File: src/rtl/brownout_dig.sv
// rtl/brownout_dig.sv - brown-out digital filter, trip decoders and sticky event flag; BROWNOUT_EVT_CNT_EN builds the event counter
module brownout_dig #(
  parameter int STARTUP_CYC = 16,
  parameter int DEB_CYC     = 8,
  parameter int HOLD_CYC    = 64,
  parameter int CNT_W       = 8
) (
  input  logic       osc_ck,
  input  logic       rstn,
  input  logic       ena,
  input  logic [2:0] otrip,
  input  logic [2:0] vtrip,
  input  logic       dcomp,
  input  logic       vunder,
  input  logic       evt_clr,
  output logic [7:0] otrip_decoded,
  output logic [7:0] vtrip_decoded,
  output logic       osc_ena,
  output logic       outb_unbuf,
  output logic       vunder_sync,
  output logic       brout_evt,
  output logic [7:0] evt_cnt
);

  typedef enum logic [1:0] {
    S_OFF,
    S_STARTUP,
    S_GOOD,
    S_BROWN
  } state_t;

  localparam logic [CNT_W-1:0] STARTUP_LAST = CNT_W'(STARTUP_CYC - 1);
  localparam logic [CNT_W-1:0] DEB_LAST     = CNT_W'(DEB_CYC - 1);
  localparam logic [CNT_W-1:0] HOLD_LAST    = CNT_W'(HOLD_CYC - 1);

  logic             ena_m, ena_s;
  logic             dcomp_m, dcomp_s;
  logic             vunder_m, vunder_s;
  state_t           state_q, state_d;
  logic [CNT_W-1:0] cnt_q, cnt_d, cnt_inc;
  logic             evt_set;

  // The oscillator enable must work while osc_ck is stopped, so it bypasses all flops.
  assign osc_ena     = ena;
  assign vunder_sync = vunder_s;
  assign cnt_inc     = (&cnt_q) ? cnt_q : cnt_q + 1'b1;

  // Two-flop synchronizers for the asynchronous enable and comparator inputs.
  always_ff @(posedge osc_ck or negedge rstn) begin
    if (!rstn) begin
      ena_m    <= 1'b0;
      ena_s    <= 1'b0;
      dcomp_m  <= 1'b0;
      dcomp_s  <= 1'b0;
      vunder_m <= 1'b0;
      vunder_s <= 1'b0;
    end else begin
      ena_m    <= ena;
      ena_s    <= ena_m;
      dcomp_m  <= dcomp;
      dcomp_s  <= dcomp_m;
      vunder_m <= vunder;
      vunder_s <= vunder_m;
    end
  end

  // Registered one-hot trip decoders, refreshed every cycle.
  always_ff @(posedge osc_ck or negedge rstn) begin
    if (!rstn) begin
      otrip_decoded <= 8'h01;
      vtrip_decoded <= 8'h01;
    end else begin
      otrip_decoded <= 8'h01 << otrip;
      vtrip_decoded <= 8'h01 << vtrip;
    end
  end

  // FSM state, shared settle/debounce/hold counter, and glitch-free output flop.
  always_ff @(posedge osc_ck or negedge rstn) begin
    if (!rstn) begin
      state_q    <= S_OFF;
      cnt_q      <= '0;
      outb_unbuf <= 1'b0;
    end else begin
      state_q    <= state_d;
      cnt_q      <= cnt_d;
      outb_unbuf <= (state_d == S_GOOD);
    end
  end

  // Next state: loss of enable overrides everything, otherwise settle then filter dcomp.
  always_comb begin
    state_d = state_q;
    cnt_d   = cnt_q;
    evt_set = 1'b0;
    if (!ena_s) begin
      state_d = S_OFF;
      cnt_d   = '0;
    end else begin
      case (state_q)
        S_OFF: begin
          state_d = S_STARTUP;
          cnt_d   = '0;
        end
        S_STARTUP: begin
          if (cnt_q == STARTUP_LAST) begin
            state_d = dcomp_s ? S_BROWN : S_GOOD;
            cnt_d   = '0;
          end else begin
            cnt_d = cnt_inc;
          end
        end
        S_GOOD: begin
          if (!dcomp_s) begin
            cnt_d = '0;
          end else if (cnt_q == DEB_LAST) begin
            state_d = S_BROWN;
            cnt_d   = '0;
            evt_set = 1'b1;
          end else begin
            cnt_d = cnt_inc;
          end
        end
        S_BROWN: begin
          if (dcomp_s) begin
            cnt_d = '0;
          end else if (cnt_q == HOLD_LAST) begin
            state_d = S_GOOD;
            cnt_d   = '0;
          end else begin
            cnt_d = cnt_inc;
          end
        end
        default: begin
          state_d = S_OFF;
          cnt_d   = '0;
        end
      endcase
    end
  end

  // Sticky GOOD->BROWN flag; a coincident new event beats the clear.
  always_ff @(posedge osc_ck or negedge rstn) begin
    if (!rstn) begin
      brout_evt <= 1'b0;
    end else if (evt_set) begin
      brout_evt <= 1'b1;
    end else if (evt_clr) begin
      brout_evt <= 1'b0;
    end
  end

`ifdef BROWNOUT_EVT_CNT_EN
  logic [7:0] evt_cnt_q;

  // Saturating GOOD->BROWN event counter; a coincident new event beats the clear.
  always_ff @(posedge osc_ck or negedge rstn) begin
    if (!rstn) begin
      evt_cnt_q <= 8'h00;
    end else if (evt_set) begin
      if (evt_cnt_q != 8'hFF) begin
        evt_cnt_q <= evt_cnt_q + 8'd1;
      end
    end else if (evt_clr) begin
      evt_cnt_q <= 8'h00;
    end
  end

  assign evt_cnt = evt_cnt_q;
`else
  assign evt_cnt = 8'h00;
`endif

endmodule

File: config.mk
export PLATFORM = sky130hd
export DESIGN_NAME = brownout_dig
export DESIGN_NICKNAME = d
export VERILOG_FILES = /design/src/rtl/brownout_dig.sv
export SDC_FILE = /design/constraint.sdc
export NUM_CORES = 1
export LEC_CHECK = 0
export BUFFER_PORTS_ARGS = -buffer_cell sky130_fd_sc_hd__buf_2
export CORE_MARGIN = 4
export CORE_UTILIZATION = 51
export DETAILED_ROUTE_END_ITERATION = 10
export PLACE_DENSITY = 0.79
export RECOVER_POWER = 50
export SYNTH_ARGS = -nofsm -noshare
export SYNTH_HDL_FRONTEND = slang
export SYNTH_SLANG_ARGS = --single-unit
export TNS_END_PERCENT = 50
File: constraint.sdc
create_clock -name osc_ck -period 2.1 [get_ports osc_ck]
set_clock_uncertainty 0.05 [all_clocks]
set_input_delay 0.105 -clock osc_ck [delete_from_list [all_inputs] [get_ports osc_ck]]
set_output_delay 0.105 -clock osc_ck [all_outputs]
set_load 0.02 [all_outputs]
---- Yosys cells after proc, flatten, opt, wreduce, memory -nomap -nowiden ----
Cells that the tools add are included.
W data, S select, Z words.
storage, ports and cells
  register bits after elaboration ......... 34
  output and inout port bits .............. 28
  logic and storage cells ................. 47
operators by class
  $add $sub $neg .......................... 1
  eq/ne operators ......................... 7
  shifts and indexed selects .............. 2
  multiplexer cells ....................... 22
  reductions and logical operators ........ 3
operators by type and width
  kind                   number
  $mux W8                7
  $pmux W8 S4            1
  $shl A1 B3 Y8 const A  2
  $mux W2                6
  $add A8 B1 Y8 const B  1
  $eq A8 B3 Y1 const B   1
  $eq A8 B4 Y1 const B   1
  $eq A8 B6 Y1 const B   1
  $pmux W2 S4            1
  $reduce_and A8 Y1      1
  $mux W1                7
  $eq A2 B2 Y1 const B   3
  $eq A2 B1 Y1 const B   1
  $logic_not A2 Y1       1
  $reduce_bool A2 Y1     1

---- Longest topological paths before layout ----
Gate-level depths: netlist of the first run.
  word-level depth ........................ 6
  gate-level depth with buffers ........... 5
  gate-level depth less buffers ........... 5

---- Worst setup path after synthesis of the first run ----
OpenSTA, ideal clock, no wires.
  kind .................................... register to register
  start point ............................. register cnt_q[0]
  end point ............................... register cnt_q[6]
  arrival time ............................ 1.426 ns
  required time ........................... 1.956 ns
  setup slack ............................. 0.531 ns
  cell stages (with the launch flop) ...... 6
  period minus slack after synthesis ...... 1.569 ns
  path through ............................ dfrtp_1 -> ha_1 -> and3_2 -> a221oi_2 -> a211oi_4 -> a211oi_1
between the ends
  longest elaborated chain between the ends .. 6
  elaborated cells on any way between the ends .. 13
  classes of those cells .................. 1 x add/sub; 3 x eq/ne; 8 x mux; 1 x reduce/logical
RTL lines
  element                                             line      RTL
  start, declared                                     40        logic [CNT_W-1:0] cnt_q, cnt_d, cnt_inc;
  start signal, assigned                              86        cnt_q <= cnt_d;
  $add A8 B1 Y8 or $reduce_and A8 Y1 (tied branches)  46        assign cnt_inc = (&cnt_q) ? cnt_q : cnt_q + 1'b1;
  $mux W8                                             46
  $mux W8, on equally long branches                   127, 116
  $mux W8, on equally long branches                   125, 114
  $pmux W8 S4 (*)                                     100       case (state_q)
  $mux W8 (*)                                         96        if (!ena_s) begin
  named net cnt_d[6]                                  40
Mark *: on every way through the listed nets, which the timed path passes. The rest lies on a longest branch.
A chain may end at the register's enable or synchronous reset.

---- Worst setup path in the final report of the first run ----
  start point ............................. register cnt_q[1]
  end point ............................... register cnt_q[1]
Same word-level chain as after synthesis.

==> reports/qor_table.md, run 1 <==
| Item | This run | Unit |
|:---|:---|:---|
| Result of the run | finished, final reports clean | - |
| Critical register-to-register path startpoint | cnt_q[1]$_DFF_PN0_ | - |
| Setup Crit Path Kind | reg -> reg | - |
| Effective utilization at floorplan | 53.09 | % |
| DRT antenna net count | 0 | - |
| Sequential-to-total area share from yosys stat | 58.29 | % |
| Clock-pin slew on the worst setup and hold paths | 0.10 | ns |
| Register cell area after layout | 853.3 | sq um |
| Share of post-route cells with drive strength above 1 | 27.75 | % |
| Maximum clock frequency | 0.5648 | GHz |
| Die extent in x | 61.58 | um |
| Clock tree from TritonCTS | built | - |
| Yosys synthesis warning count | 0 | - |
| Tightest Pin Transition | 0.7958 | ns |
| Count of unique library cells instantiated by Yosys | 41 | - |
| Post-CTS Setup Inserts | 0 | - |
| Final-layout fill cell count | 200 | - |
| Met2 track demand over resource in global routing | 25.86 | % |
| Wire per inst | 13.61 | um |
| RSZ-0062 raised after global routing | false | - |
| Setup TNS | 0 | ns |
| First-pass GRT wire length | 4698 | um |
| Min-Delay Path Class | reg -> reg | - |
| Peak supply drop | 0.0006637 | V |
| Max Transition Viols Final | 0 | - |
| Critical Path Sink Type | register | - |
| Die ar. | 3791 | sq um |
| Detailed-routing iteration count for the pre-antenna-repair pass | 4 | - |
| Average cell area after synthesis | 11.81 | sq um |
| Required time of the worst setup path | 2.25 | ns |
| Resized Gates After CTS | 0 | - |
| Fin crit share | 84.31 | % |
| Kind of launch point of the worst setup path | register | - |
| Fraction of met3 tracks used by global routing | 8.386 | % |
| Sinks on the clock net | 34 | - |
| Overall routed net length | 2777 | um |
| Standard cell core area | 2758 | sq um |
| Layout overhead on the synthesized area | 24.70 | % |
| Vias after detailed routing | 1054 | - |
| Clk_lat worst skew | 0.33 | ns |
| Number of top-level design ports | 40 | - |
| Power Dens Cells | 706.0 | nW/um^2 |
| Number of input and output port buffers inserted | 31 | - |
| # rows | 19 | - |
| Data arrival time at the worst-slack endpoint | 1.92 | ns |
| Number of global-route vias before repair | 1037 | - |
| Multi-input logic area | 543.0 | sq um |
| Leakage power summed over all cells | 0.8960 | nW |
| Final worst hold slack | 0.3127 | ns |
| Final #Nets | 186 | - |
| CTS HTree Levels | 2 | - |
| Total inserted antenna cells | 0 | - |
| Post-synthesis cell area | 1464 | sq um |
| Origin of the worst setup path | cnt_q[1]$_DFF_PN0_ | - |
| CP Max Fanout | 8 | - |
| GRT Max-Usage Layer | met2 | - |
| Maximum clock path buffer count | 2 | - |
| Total congestion overflow after global routing | 0 | - |
| DRC violation count after routing | 0 | - |
| Relative slew margins | 46.95 | % |
| Final period demand of the worst path | 1.770 | ns |
| Num CTS Buffers | 5 | - |
| Worst Min Path Start | vunder_m$_DFF_PN0_ | - |
| DIE HEIGHT | 61.58 | um |
| Number of violations of the max-capacitance limit | 0 | - |
| Mapped Cells | 124 | - |
| Detailed-placement wirelength estimate | 1802 | um |
| Number of design-rule violations left by the first detailed-router iteration | 24 | - |
| Flops & latches, synth | 34 | - |
| Final hold violations | 0 | - |
| Overall routing resource usage | 17.58 | % |
| Global Route met1 Usage | 21.15 | % |
| Number of antenna violations at the first check in global routing | 0 | - |
| Maximum number of pins on one net before global-route repair | 35 | - |
| CTS Root Buffer Type | sky130_fd_sc_hd__clkbuf_4 | - |
| Final weighted congestion of routability-driven global placement | 0.8096 | - |
| # hold bufs at CTS | 15 | - |
| Setup Viol. Count Final | 0 | - |
| Post-DR vias/cell | 5.167 | - |
## kinds of logic (layout without fill, tap and decap cells)
group	Yosys count	count (layout)	synth area share [%]
simple gates	56	56	22.65
flops	34	34	58.29
compound gates	16	16	9.658
buf+inv	13	55	6.410
xor+xnor	2	2	1.197
fa+ha+maj	1	1	0.8546
other cells	1	8	0.2562
mux	1	1	0.6838
## Yosys cell counts (all sizes together)
cell type | n | area share (%)
and2 | 1 | 0.43
and4bb | 1 | 0.85
and3b | 3 | 1.8
nor3b | 7 | 3.6
a21oi | 1 | 0.34
nand3b | 1 | 0.77
dfrtp | 32 | 55
a211oi | 4 | 3.6
o22ai | 1 | 0.43
nand4 | 2 | 0.85
dfstp | 2 | 3.6
ha | 1 | 0.85
nor4 | 1 | 0.43
nand2 | 8 | 2.1
mux2i | 1 | 0.68
a31oi | 2 | 0.85
conb | 1 | 0.26
and4 | 1 | 0.60
a21o | 1 | 0.51
inv | 2 | 0.51
nand4b | 1 | 0.60
xor2 | 2 | 1.2
nor2b | 3 | 1.3
buf | 11 | 5.9
a221oi | 1 | 1.0
a41oi | 1 | 0.60
or2 | 2 | 0.85
nor3 | 5 | 2.1
o21ai | 2 | 0.68
nor2 | 12 | 3.2
a31o | 1 | 0.60
nand3 | 3 | 1.0
o211ai | 2 | 1.0
and3 | 4 | 1.8
nand2b | 1 | 0.43
## worst max-delay path, stage by stage, from the launching register on
cell,delay (ns)
sky130_fd_sc_hd__dfrtp_1,0.42
sky130_fd_sc_hd__ha_1,0.24
sky130_fd_sc_hd__and4bb_1,0.27
sky130_fd_sc_hd__nand3b_2,0.13
sky130_fd_sc_hd__a211oi_4,0.43
sky130_fd_sc_hd__a21oi_1,0.09
## worst paths after layout
| kind | cells past startpoint | slack (ns) | end |
|---|---|---|---|
| setup / recovery | 5 | 0.33 | cnt_q[1]$_DFF_PN0_ |
| setup reg to reg | 5 | 0.33 | cnt_q[1]$_DFF_PN0_ |
| hold reg to reg | 0 | 0.31 | vunder_sync$_DFF_PN0_ |
| max in group asynchronous | 2 | 1.16 | state_q[0]$_DFF_PN0_ |
| hold / removal | 0 | 0.31 | vunder_sync$_DFF_PN0_ |
| min in group asynchronous | 2 | 0.33 | cnt_q[5]$_DFF_PN0_ |
## final cells by class
| cell class | instances | area share, % |
|---|---|---|
| Clock buffer | 6 | 2.810 |
| Clock inverter | 1 | 1.645 |
| Inverter | 2 | 0.4112 |
| Multi-Input combinational cell | 84 | 29.75 |
| Sequential cell | 34 | 46.74 |
| Tap cell | 31 | 2.125 |
| Timing Repair Buffer | 46 | 16.52 |
## sequential cells by signal, indices dropped and copies added, names as in the netlist, 2 cells and up
register and cells:
otrip_decoded 8, state_q 2, cnt_q 8, vtrip_decoded 8
## power by group
part / leakage (nW) / internal, mW / total (mW) / switching [mW]
Sequential: 0.443 / 0.675 / 0.685 / 0.00985
Clock: 0.0443 / 0.277 / 0.483 / 0.206
Combinational: 0.408 / 0.0455 / 0.120 / 0.0747
## cells in the final DEF, fill, tap and decap left out, types with 2 or more instances in the layout
master	n
sky130_fd_sc_hd__nand2_1	8
sky130_fd_sc_hd__nand3_1	3
sky130_fd_sc_hd__clkbuf_1	3
sky130_fd_sc_hd__o211ai_1	2
sky130_fd_sc_hd__nor2_1	11
sky130_fd_sc_hd__dfrtp_1	32
sky130_fd_sc_hd__xor2_1	2
sky130_fd_sc_hd__or2_2	2
sky130_fd_sc_hd__clkbuf_4	5
sky130_fd_sc_hd__and3b_1	3
sky130_fd_sc_hd__nor3b_1	7
sky130_fd_sc_hd__o21ai_0	2
sky130_fd_sc_hd__inv_1	2
sky130_fd_sc_hd__nor3_1	4
sky130_fd_sc_hd__a31oi_1	2
sky130_fd_sc_hd__conb_1	8
sky130_fd_sc_hd__nor2b_1	3
sky130_fd_sc_hd__buf_2	27
sky130_fd_sc_hd__nand4_1	2
sky130_fd_sc_hd__dfstp_2	2
sky130_fd_sc_hd__and3_1	3
sky130_fd_sc_hd__dlygate4sd3_1	15
sky130_fd_sc_hd__a211oi_2	2
## routing by layer
metal  share of wire (%)  vias to the layer above
met5                   0                        -
met4                 2.7                        0
met3                 8.0                        8
met2                  48                       31
met1                  42                      489
li1                    -                      526
## stage by stage
step	power (mW)	area, sq um	setup WS [ns]	utilization [%]	instances
after floorplan	0.7607	1490	0.5305	-	131
after global placement	0.7940	1598	0.4265	57.94	182
after detailed placement	0.7986	1598	0.3257	57.94	182
after CTS	1.305	1829	0.3193	66.33	204
after global routing	1.356	1826	0.1755	66.20	204
final	1.289	1826	0.3295	66.20	204
No activity file was read; power rests on OpenSTA's default activity.
==> run 2, diff against run 1 <==
--- a/config.mk
+++ b/config.mk
@@ -5,11 +5,12 @@
 export SDC_FILE = /design/constraint.sdc
 export NUM_CORES = 1
 export LEC_CHECK = 0
+export ABC_AREA = 1
 export BUFFER_PORTS_ARGS = -buffer_cell sky130_fd_sc_hd__buf_2
 export CORE_MARGIN = 4
-export CORE_UTILIZATION = 51
+export CORE_UTILIZATION = 50
 export DETAILED_ROUTE_END_ITERATION = 10
-export PLACE_DENSITY = 0.79
+export PLACE_DENSITY = 0.78
 export RECOVER_POWER = 50
 export SYNTH_ARGS = -nofsm -noshare
 export SYNTH_HDL_FRONTEND = slang
==> constraint.sdc (replaced) <==
create_clock -name osc_ck -period 1.7 [get_ports osc_ck]
set_clock_uncertainty 0.05 [all_clocks]
set_input_delay 0.085 -clock osc_ck [delete_from_list [all_inputs] [get_ports osc_ck]]
set_output_delay 0.085 -clock osc_ck [all_outputs]
set_load 0.02 [all_outputs]
==> reports/qor_table.md, run 2 <==
| Item | This run | Unit |
|:---|:---|:---|
| Slowest Stage Delay on Critical Path | 0.41 | ns |
| Average cell area after synthesis | 9.523 | sq um |
| Largest registers in the final layout | cnt_q (8), otrip_decoded (8), vtrip_decoded (8) | - |
| Non-filler cells in the finished layout | 231 | - |
| Top cell type's share of synthesized area | 56.44 | % |
| Final #Nets | 212 | - |
| Layout overhead on the synthesized area | 25.49 | % |
| Mapped Cells | 149 | - |
| Detailed-routing iteration count for the pre-antenna-repair pass | 4 | - |
| Post-CTS Setup Inserts | 0 | - |
| Kind of launch point of the worst setup path | register | - |
| # rows | 19 | - |
| DIE HEIGHT | 61.27 | um |
| Tightest Pin Transition | 0.7890 | ns |
| Setup Viol. Count Final | 0 | - |
| Global Route met1 Usage | 16.87 | % |
| Final-layout fill cell count | 206 | - |
| Number of design-rule violations left by the first detailed-router iteration | 28 | - |
| Post-synthesis cell area | 1419 | sq um |
| DRT antenna net count | 0 | - |
| Yosys synthesis warning count | 0 | - |
| Critical Path Sink Type | register | - |
| Clk_lat worst skew | 0.33 | ns |
| Number of flops mapped to enable cells by yosys | 0 | - |
| Power Dens Cells | 873.1 | nW/um^2 |
| Effective utilization at floorplan | 51.90 | % |
| Count of unique library cells instantiated by Yosys | 21 | - |
| GRT Max-Usage Layer | met2 | - |
| Leakage power summed over all cells | 0.9419 | nW |
| Vias after detailed routing | 1145 | - |
| Overall routed net length | 2721 | um |
| Share of post-route cells with drive strength above 1 | 19.50 | % |
| Peak supply drop | 0.0008350 | V |
| Post-DR vias/cell | 4.957 | - |
| Number of cells in the design after placement | 209 | - |
| Most common cell after layout, fill and taps aside | sky130_fd_sc_hd__dfrtp_1 | - |
| Num CTS Buffers | 5 | - |
| Resized Gates After CTS | 0 | - |
| Die ar. | 3754 | sq um |
| Leading area contributor after synthesis | sky130_fd_sc_hd__dfrtp_1 | - |
| Maximum clock path buffer count | 2 | - |
| CP max stage cell | sky130_fd_sc_hd__dfrtp_1 | - |
| Ys async rst share | 100.0 | % |
| Cell types with the largest area share after synthesis | sky130_fd_sc_hd__dfrtp_1 56%, sky130_fd_sc_hd__nor3_1 6.3%, sky130_fd_sc_hd__inv_1 5.8%, sky130_fd_sc_hd__nor2_1 5.3%, sky130_fd_sc_hd__buf_4 4.8% | - |
| Die extent in x | 61.27 | um |
| Main synth FF type | sky130_fd_sc_hd__dfrtp_1 | - |
| Multi-input logic area | 437.9 | sq um |
| CTS HTree Levels | 2 | - |
| DRC violation count after routing | 0 | - |
| Max Transition Viols Final | 0 | - |
| CP Max Fanout | 6 | - |
| Flops & latches, synth | 34 | - |
| Overall routing resource usage | 16.54 | % |
| RSZ-0062 raised after global routing | false | - |
| Clock-pin slew on the worst setup and hold paths | 0.10 | ns |
| Total inserted antenna cells | 0 | - |
| Finished Core Util | 65.13 | % |
| Register cell area after layout | 853.3 | sq um |
| Path depth of the worst reg2reg path | 6 | - |
| Placed inst area | 1572 | sq um |
| CTS Root Buffer Type | sky130_fd_sc_hd__clkbuf_4 | - |
| Number of violations of the max-capacitance limit | 0 | - |
| Number of input and output port buffers inserted | 31 | - |
| Number of global-route vias before repair | 1087 | - |
| Setup Crit Path Kind | reg -> reg | - |
| Fraction of met3 tracks used by global routing | 8.805 | % |
| Number of antenna violations at the first check in global routing | 0 | - |
| First-pass GRT wire length | 4409 | um |
| Required time of the worst setup path | 1.88 | ns |
| Data arrival time at the worst-slack endpoint | 1.73 | ns |
| Top post-synthesis cells by count | 32 x sky130_fd_sc_hd__dfrtp_1, 22 x sky130_fd_sc_hd__inv_1, 20 x sky130_fd_sc_hd__nor2_1 | - |
| Critical-path cell list | ha_1 -> nand3_2 -> nor3_4 -> nand2_1 -> o21ai_0 -> nor2_1 | - |
| Relative slew margins | 47.40 | % |
| Standard cell core area | 2734 | sq um |
| Clock tree from TritonCTS | built | - |
| Design Area, Final | 1780 | sq um |
| Detailed-placement wirelength estimate | 1976 | um |
| Final weighted congestion of routability-driven global placement | 0.8091 | - |
| # hold bufs at CTS | 14 | - |
| Total congestion overflow after global routing | 0 | - |
| Wire per inst | 11.78 | um |
| Maximum number of pins on one net before global-route repair | 35 | - |
| Fin crit share | 91.09 | % |
| Sinks on the clock net | 34 | - |
| Result of the run | finished, final reports clean | - |
| Library cell with the highest instance count after synthesis | sky130_fd_sc_hd__dfrtp_1 | - |
| Final hold violations | 0 | - |
| Most used cells in the layout excluding fill and tap cells | 32 x sky130_fd_sc_hd__dfrtp_1, 23 x sky130_fd_sc_hd__buf_2, 22 x sky130_fd_sc_hd__inv_1, 20 x sky130_fd_sc_hd__nor2_1 | - |
| Maximum clock frequency | 0.6458 | GHz |
| Met2 track demand over resource in global routing | 27.19 | % |
| Sequential-to-total area share from yosys stat | 60.14 | % |
| Final period demand of the worst path | 1.548 | ns |
| Min-Delay Path Class | in -> async | - |
| Number of top-level design ports | 40 | - |
| Setup TNS | 0 | ns |
## run 2: metrics by stage
stage	power, mW	hold WS (ns)	setup WS (ns)
2_1_floorplan	0.9389	-0.2606	0.3653
3_3_place_gp	0.9775	0.1195	0.2834
3_5_place_dp	0.9832	0.1399	0.1304
4_1_cts	1.579	0.3021	0.1229
5_1_grt	1.628	0.3095	0.02559
6_report	1.555	0.3080	0.1515
## run 2: worst paths after layout
path	from	to	slack, ns
min in group osc_ck	dcomp_m$_DFF_PN0_	dcomp_s$_DFF_PN0_	0.31
max in group asynchronous	rstn	vtrip_decoded[4]$_DFF_PN0_	0.79
setup reg to reg	cnt_q[0]$_DFF_PN0_	cnt_q[1]$_DFF_PN0_	0.15
hold / removal	rstn	brout_evt$_DFFE_PN0P_	0.31
hold reg to reg	dcomp_m$_DFF_PN0_	dcomp_s$_DFF_PN0_	0.31
setup / recovery	cnt_q[0]$_DFF_PN0_	cnt_q[1]$_DFF_PN0_	0.15
## run 2: layout make-up
cell class	instances	area share (%)
Clock inverter	3	2.249
Tap cell	31	2.178
Inverter	23	4.849
Multi-Input combinational cell	90	24.60
Clock buffer	5	2.108
Sequential cell	34	47.93
Timing Repair Buffer	45	16.09
## run 2: power by group
part | switching (mW) | total [mW] | internal (mW)
sequential | 0.00871 | 0.843 | 0.834
combinational | 0.0966 | 0.146 | 0.0493
clock | 0.262 | 0.566 | 0.304
total | 0.367 | 1.55 | 1.19
## run 2: per-layer routing
layer,routed length (um),vias to the layer above
li1,-,554
met1,1032,546
met2,1407,35
met3,203,10
met4,78,0
met5,0,-
## run 2: kinds of logic after synthesis
kind of cell	count (synthesis)	share of synthesized area [%]
adders and majority gates	1	0.8817
and+or+nand+nor	66	21.52
other	1	0.2643
xor gates and xnor gates	3	1.852
AOI/OAI and AO/OA	12	4.497
buffers and inverters	32	10.85
DFF	34	60.14
## run 2: critical path, delay by kind of cell, from the launching register on
kind                     cells  cell delay [ns]
flip-flops                   1             0.41
adder cells (fa/ha/maj)      1             0.26
AND/OR/NAND/NOR              4             0.63
AO/OA/AOI/OAI                1             0.10
